$ cat config.mk
export PLATFORM = sky130hd
export DESIGN_NAME = cpu_if_stage
export DESIGN_NICKNAME = d
export VERILOG_FILES = /design/src/rtl/cpu_if_stage.sv
export SDC_FILE = /design/constraint.sdc
export NUM_CORES = 1
export LEC_CHECK = 0
export CAP_MARGIN = 20
export CELL_PAD_IN_SITES_DETAIL_PLACEMENT = 0
export CELL_PAD_IN_SITES_GLOBAL_PLACEMENT = 1
export CORE_MARGIN = 2
export CORE_UTILIZATION = 28
export CTS_CLUSTER_SIZE = 28
export DETAILED_ROUTE_END_ITERATION = 7
export PLACE_DENSITY_LB_ADDON = 0.3
export SYNTH_ARGS = -nofsm -noshare
export SYNTH_HDL_FRONTEND = slang
export SYNTH_SLANG_ARGS = --single-unit
export TNS_END_PERCENT = 30
$ cat constraint.sdc
create_clock -name clk -period 1.7 [get_ports clk]
set_input_delay 0.34 -clock clk [delete_from_list [all_inputs] [get_ports clk]]
set_output_delay 0.34 -clock clk [all_outputs]
set_load 0.05 [all_outputs]
$ cat src/rtl/cpu_if_stage.sv
// Instruction fetch stage: owns the fetch PC, talks to instruction memory and
// loads the IF/ID pipeline register, honouring redirects, stalls and wait states.
module cpu_if_stage #(
  parameter logic [31:0] RESET_PC = 32'h80000000,
  parameter logic [31:0] ILLOP_PC = 32'h80000004,
  parameter logic [31:0] XADR_PC  = 32'h80000008
) (
  input  logic        clk,
  input  logic        reset,
  input  logic [2:0]  PCSrc,
  input  logic [31:0] ConBA,
  input  logic [25:0] JT,
  input  logic [31:0] DatabusA,
  input  logic        Stall,
  output logic        imem_req,
  output logic [31:0] imem_addr,
  input  logic        imem_ready,
  input  logic [31:0] imem_data,
  output logic [31:0] PC,
  output logic [31:0] IF_ID_Instruct,
  output logic [31:0] IF_ID_PC,
  output logic        IF_ID_valid,
  output logic [1:0]  dbg_state
);

  typedef enum logic [1:0] {
    BOOT  = 2'd0,
    FETCH = 2'd1,
    WAIT  = 2'd2
  } state_t;

  state_t      state, state_nxt;
  logic [31:0] pc_inc, target, pc_nxt, instr_nxt, ifpc_nxt;
  logic        valid_nxt, redirect;

  // Memory handshake: imem_req is a level request for the word at imem_addr;
  // imem_ready=1 in a cycle means imem_data holds that word during that cycle
  // only. The request stays asserted until the word is accepted or abandoned.
  assign imem_req  = (state != BOOT);
  assign imem_addr = PC;
  assign dbg_state = state;

  // Supervisor bit (31) is sticky across sequential increments.
  assign pc_inc   = {PC[31], PC[30:0] + 31'd4};
  assign redirect = (state != BOOT) && (PCSrc >= 3'd1) && (PCSrc <= 3'd5);

  always_comb begin
    target = pc_inc;
    case (PCSrc)
      3'd1:    target = ConBA;
      3'd2:    target = {PC[31:28], JT, 2'b00};
      3'd3:    target = DatabusA;
      3'd4:    target = ILLOP_PC;
      3'd5:    target = XADR_PC;
      default: target = pc_inc;
    endcase
  end

  always_comb begin
    state_nxt = state;
    pc_nxt    = PC;
    instr_nxt = IF_ID_Instruct;
    ifpc_nxt  = IF_ID_PC;
    valid_nxt = IF_ID_valid;
    case (state)
      BOOT: state_nxt = FETCH;
      default: begin
        if (redirect) begin
          pc_nxt    = target;
          instr_nxt = 32'h0;
          ifpc_nxt  = 32'h0;
          valid_nxt = 1'b0;
          state_nxt = FETCH;
        end else if (Stall) begin
          // Hold everything; the same PC is refetched once the stall drops.
          state_nxt = state;
        end else if (imem_ready) begin
          pc_nxt    = pc_inc;
          instr_nxt = imem_data;
          ifpc_nxt  = pc_inc;
          valid_nxt = 1'b1;
          state_nxt = FETCH;
        end else begin
          instr_nxt = 32'h0;
          ifpc_nxt  = 32'h0;
          valid_nxt = 1'b0;
          state_nxt = WAIT;
        end
      end
    endcase
  end

  always_ff @(posedge clk or negedge reset) begin
    if (!reset) state <= BOOT;
    else        state <= state_nxt;
  end

  always_ff @(posedge clk or negedge reset) begin
    if (!reset) begin
      PC             <= RESET_PC;
      IF_ID_Instruct <= 32'h0;
      IF_ID_PC       <= 32'h0;
      IF_ID_valid    <= 1'b0;
    end else begin
      PC             <= pc_nxt;
      IF_ID_Instruct <= instr_nxt;
      IF_ID_PC       <= ifpc_nxt;
      IF_ID_valid    <= valid_nxt;
    end
  end

endmodule

==> results.yml <==
power:
  p_leak_nw: 4.29
  p_total_mw: 8.89
  vdd_drop_max_mv: 0.406
  p_per_area_nw_per_um2: 905
  clkPwrFrac: 0.235
  intPower_mw: 5.40
  seq_power_share: 0.317
  p_sw_frac: 0.393
  power_frac_comb: 0.448
  p_sw_mw: 3.49
sta:
  setup_ws_ns: 0.0335
  period_needed_ns: 1.67
  clock_skew_ns: 0.00529
  finalHoldViolCount: 0
  tightest_slew_ns: 0.462
  period_share: 0.980
  relSlewSlack: 0.691
  fin_setup_tns_ns: 0
  fmax_ghz: 0.600
  hold_slack_ns: 0.429
  rsz0062_at_grt: "yes"
  slew_viol_final: 0
  setup_viol: 0
synthesis:
  ys_warn_count: 0
  muxShareOfSynthArea: 0.0602
  async_flop_share: 1.00
  synth_flop_cell: "dfrtp_1"
  synth_edf_count: 0
  synth_top_family_by_area: "compound AO/OA/AOI/OAI gates"
  syn-num-nets: 708
  synth_area_sq_um: 5740
  synthSimpleGateAreaFrac: 0.155
  synth_top_area_frac: 0.427
  synth_xor_area_frac: 0.0610
  synth_compound_area_frac: 0.198
  syn_inst: 578
  synth_adder_area_share: 0.00218
  yosysSeqAreaShare: 0.432
  synth_seq_cells: 99
  synth_cell_types: 63
  synth_area_leaders: "dfrtp_1, a22o_1, buf_4"
  postSynthAreaPerCell_sq_um: 9.93
  synth_area_leader_cell: "dfrtp_1"
floorplanning:
  core.rowCount: 52
  initial_core_util: 0.285
  die_w_microns: 147
  die_h_microns: 147
  core_area_sq_um: 20200
  ioPinCount: 261
  die_area_sq_um: 21700
global_route:
  grt_pass1_wl_microns: 33500
  antenna_found_initial: 0
  grt_overflow_total: 0
  grt_usage: 0.198
  grt_pass1_vias: 5934
  grt_max_degree: 41
run:
  maxCapViolCount: 0
route:
  drt_iter0_drc: 292
  viasPerCell: 4.97
  ant_nets: 0
  drt-total-wl_microns: 21500
  dr.pass1.iters: 4
  drt-wirelength-per-cell_microns: 18.8
  num_vias: 5676
  drc: 0
place:
  place.port_buffers: 260
  place_hpwl_microns: 16700
  pre_cts_ws_ns: -0.455
  gp_congestion: 0.853
final_layout:
  drive_above_1_share: 0.386
  final_common_cell: "buf_4"
  antennaDiodeCount: 0
  final_cell_mix: "buf_4, clkdlybuf4s50_1, dfrtp_1"
  syn_to_final_growth_pct: 71.3
  final_util: 0.487
  nets: 997
  fillers: 1918
clock_tree:
  clk_pin_slew_ns: 0.08
  insertion_delay_ns: 0.35
  clockRootBuffer: "clkbuf_16"
  cts_tree: "yes"
  cts_buffers: 9
  cts_buffer_depth: 2
  ctsHtreeMaxLevel: 3
  clkSinkCount: 99
critical_path:
  worst-path-max-fanout: 8
  cp_slowest_cell: "dfrtp_4"
  critPathLaunchType: "flip-flop"
  slowest_delay_ns: 0.45
  critPathKind: "flip-flop to flip-flop"
  cp_top_family: "simple AND/OR/NAND/NOR gates"
  crit_arrival_ns: 1.90
  cp.required_ns: 1.93
  cp-end-kind: "flip-flop"
  path_buf_inv: 1
  crit_chain: "ha_4 > nand3_4 > nor3_4 > clkbuf_16 > and3_1 > a41o_1 > o21ai_1"
hold_path:
  hp-class: "input port to flip-flop"
status:
  status: "finished, final reports clean"
[repair_timing]
item,in CTS,in global routing
hold endpoints to repair,26,0
hold buffers,1,0
resized for setup,8,25
cloned,0,0
pin swaps,1,13
setup buffers,2,4
setup endpoints to repair,62,60
[synth_stat cells, types with 4 or more instances]
library cell  number
a211oi_1           7
a21oi_1           20
a22o_1            36
a22oi_1           20
and3_1            10
buf_2             17
buf_4             42
buf_6              6
clkbuf_1           8
dfrtp_1           98
mux2_2            20
mux2i_1           12
nand2_1           64
nand3_1           25
nand4_1            8
nor2_1            18
nor3_1             5
o21ai_0           22
o21ai_1           18
o22ai_1           15
o31ai_1            4
xnor2_1           16
xor2_1            24
[flip-flops by register name, summed over array words and instances (netlist names)]
name / flops
IF_ID_PC: 32
PC: 32
IF_ID_valid: 1
dbg_state: 2
IF_ID_Instruct: 32
[path summary, 6_finish.rpt]
| kind | end | start | depth (start not counted) | slack, ns |
|---|---|---|---|---|
| worst max register to register | PC[20]$_DFFE_PN0P_ | PC[2]$_DFFE_PN0P_ | 7 | 0.03 |
| min in group asynchronous | IF_ID_PC[28]$_DFFE_PN0P_ | reset | 2 | 0.48 |
| worst min register to register | IF_ID_valid$_DFFE_PN0P_ | IF_ID_valid$_DFFE_PN0P_ | 2 | 0.48 |
| max in group asynchronous | IF_ID_Instruct[21]$_DFFE_PN0P_ | reset | 3 | 0.63 |
| worst min-delay path | dbg_state[0]$_DFFE_PN0P_ | Stall | 3 | 0.43 |
| worst max-delay path | PC[20]$_DFFE_PN0P_ | PC[2]$_DFFE_PN0P_ | 7 | 0.03 |
[logic make-up after synthesis]
kind of cell	Yosys count
flip-flops	99
adder cells (fa/ha/maj)	1
buffers and inverters	79
XOR/XNOR	40
AO/OA/AOI/OAI	164
multiplexers	32
AND/OR/NAND/NOR	163
[worst min-delay path: stages]
cell and delay (ns):
dlymetal6s2s_1 0.12, or2b_4 0.19, nand3_1 0.08
[per-stage QoR]
stage	instance area, sq um	std cells
global route	9830	1142
global placement	9360	1119
finish	9830	1142
CTS	9710	1138
floorplan	5850	578
detailed placement	9360	1119
[power by group through the flow]
| stage | Clock, mW | Combinational (mW) | Sequential [mW] |
|---|---|---|---|
| floorplan | 0 | 1.39 | 3.58 |
| global placement | 0 | 3.92 | 2.85 |
| detailed placement | 0 | 3.95 | 2.87 |
| CTS | 2.17 | 3.98 | 2.82 |
| global route | 2.24 | 4.17 | 2.86 |
| finish | 2.09 | 3.98 | 2.82 |
[per-layer routing]
metal  vias up  GRT usage  routed length (microns)
met5         -          0                        0
met4         0     0.0466                      220
met3        21     0.0401                     1290
met2       208      0.345                    10900
met1      2794      0.251                     9050
li1       2653          -                        -
[cell type report]
| class | count | area [sq um] | area share |
|---|---|---|---|
| clock inverter | 7 | 78.8 | 0.00802 |
| clock buffer | 9 | 225 | 0.0229 |
| inverter | 4 | 17.5 | 0.00178 |
| tap | 270 | 338 | 0.0344 |
| timing repair buffer | 353 | 3770 | 0.383 |
| multi-input combinational | 400 | 2890 | 0.294 |
| sequential | 99 | 2510 | 0.255 |
Power figures use the tool's default switching activity.
==> RTL change (same settings) <==
`IF_ID_Instruct` no longer has a reset.
--- a/src/rtl/cpu_if_stage.sv
+++ b/src/rtl/cpu_if_stage.sv
@@ -100,3 +100,2 @@
       PC             <= RESET_PC;
-      IF_ID_Instruct <= 32'h0;
       IF_ID_PC       <= 32'h0;
@@ -105,3 +104,2 @@
       PC             <= pc_nxt;
-      IF_ID_Instruct <= instr_nxt;
       IF_ID_PC       <= ifpc_nxt;
@@ -111,2 +109,6 @@
 
+  always_ff @(posedge clk) begin
+    IF_ID_Instruct <= instr_nxt;
+  end
+
 endmodule
Behaviour: differs if reset is asserted again (counterexample within 4 cycles, from zero or initial values and one cycle with reset low); with reset held inactive, the same outputs for 4 cycles.
==> RTL change against the unedited design <==
- the run now ends with setup timing left
- worst setup slack lost 0.090 ns
- design area grew 1.8%
- sequential power grew 7.1%
- clock power shrank 7%
- critical path depth shrank 2
- routed wire length shrank 6.0%
- sequential cell count is the same
- via count shrank 6.2%
- power grew 9.1%
- synthesized cell count shrank 2.8%
- non-clock buffer count grew 11
- area after synthesis shrank 3.9%
- critical endpoint is now PC[29]
- largest cell class unchanged
==> RTL change: results <==
{
  "synth_edf_count": 32,
  "dpl.hpwl_mm": 15.5,
  "detail_route.vias_per_cell": 4.69,
  "place_congestion": 0.881,
  "synth-adder-area-share": 0.00227,
  "violations": "setup timing",
  "yosysSeqAreaShare": 0.479,
  "grt_pass1_wl_mm": 29.2,
  "dpl.cell_count": 1102,
  "worst_slack_ns": -0.0563,
  "synth_xor_xnor_area_share": 0.0794,
  "met3_length_mm": 1.31,
  "drive_gt1_frac": 0.365,
  "skew_ns": 0.00787,
  "leakagePower_nw": 4.40,
  "muxShareOfSynthArea": 0.0617,
  "yosys-top-cells-area": "dfrtp_1 (30%), edfxtp_1 (17%), mux2i_1 (6.2%)",
  "drtIter0Drc": 251,
  "ir_drop_mv": 0.443,
  "setup_viol": 30,
  "grt_start_max_net_pins": 46,
  "yosysUniqueCellTypes": 50,
  "outcome": "finished, violations left",
  "synth_nets": 692,
  "grt_pass1_vias": 5240,
  "wl_mm": 20.2,
  "grt_usage": 0.184,
  "slowest_stage": "dfrtp_2",
  "firstDrtPassIters": 5,
  "cpPeakStageDelay_ns": 0.42,
  "ys_top_cells_by_count": "dfrtp_1 (66), nand2_1 (55), nor2_1 (43)",
  "placed_area_um2": 9280,
  "finalNetCount": 996,
  "cp.arrival_ns": 2.04,
  "dpl_worst_slack_ns": -0.408,
  "worstMarginPinSlew_ns": 0.421,
  "routedLengthMet1_mm": 8.69,
  "clkTransAtPathRegs_ns": 0.07,
  "synthArstFlopShare": 0.677,
  "wl_met2_mm": 9.91,
  "top_regs": "IF_ID_Instruct: 32 flops, IF_ID_PC: 32 flops, PC: 32 flops"
}
## RTL change: cell types whose count changed after synthesis, sizes merged, moves of 19 or more
| cell | before | now |
|---|---|---|
| o21ai | 41 | 21 |
| and3 | 12 | 34 |
| a22oi | 20 | 1 |
| edfxtp | 0 | 32 |
| a22o | 36 | 4 |
| nor2 | 22 | 44 |
| dfrtp | 98 | 66 |
| mux2 | 20 | 0 |
| mux2i | 12 | 34 |
## RTL change: path summary, 6_finish.rpt
kind | endpoint | slack, ns | cells after the start
max in group asynchronous | PC[5] | 0.66 | 3
hold / removal | PC[7] | 0.49 | 2
hold reg to reg | IF_ID_PC[27] | 0.49 | 2
min in group clk | PC[31] | 0.49 | 3
setup reg to reg | PC[29] | -0.06 | 5
setup / recovery | PC[29] | -0.06 | 5
## RTL change: cell type report
| class | instances | area (µm²) |
|---|---|---|
| clock inverter | 7 | 53.8 |
| multi-input combinational | 385 | 2720 |
| tap | 265 | 332 |
| sequential | 99 | 2660 |
| timing repair buffer | 364 | 3970 |
| clock buffer | 9 | 225 |
| fill | 1760 | 9390 |
| inverter | 7 | 42.5 |
## RTL change: metrics by stage
stage                     utilization  setup TNS [ns]  hold slack, ns
final                           0.516          -0.631           0.488
after global placement          0.478          -33.61           0.313
after CTS                       0.500          -0.448           0.491
after detailed placement        0.478          -35.55           0.310
after global routing            0.516           -3.66           0.501
after floorplan                     -          -17.77          0.0444
## RTL change: timing repair
| item | in CTS | in global routing |
|---|---|---|
| resized for setup | 17 | 47 |
| hold endpoints to repair | 29 | 0 |
| gates cloned | 0 | 4 |
| endpoints found under the setup margin | 27 | 95 |
| pin swaps | 7 | 13 |
| setup buffers | 8 | 6 |
| hold buffers | 1 | 0 |
## RTL change: worst reg2reg max path, delay by kind of cell, from the launching register on
| kind | cells | cell delay [ns] |
|---|---|---|
| DFF | 1 | 0.42 |
| and+or+nand+nor | 5 | 1.27 |
## RTL change: report_power, final
group / leakage [nW] / switching (W) / internal (W) / total [W]
sequential: 1.22 / 0.000236 / 0.00279 / 0.00302
combinational: 3.05 / 0.00271 / 0.00202 / 0.00473
clock: 0.136 / 0.000950 / 0.00100 / 0.00195
total: 4.40 / 0.00390 / 0.00581 / 0.00970
## RTL change: kinds of logic (layout without fill, tap and decap cells)
family,count (synthesis),count (layout)
AO/OA/AOI/OAI,101,101
XOR/XNOR,50,50
adder cells (fa/ha/maj),1,1
buffers and inverters,80,387
flip-flops,99,99
multiplexers,34,34
AND/OR/NAND/NOR,197,199
## RTL change: metal layers
layer  vias to the layer above  track usage
met3                        21       0.0434
met2                       216        0.298
met1                      2499        0.249
met5                         -            0
li1                       2589            -
met4                         0       0.0450
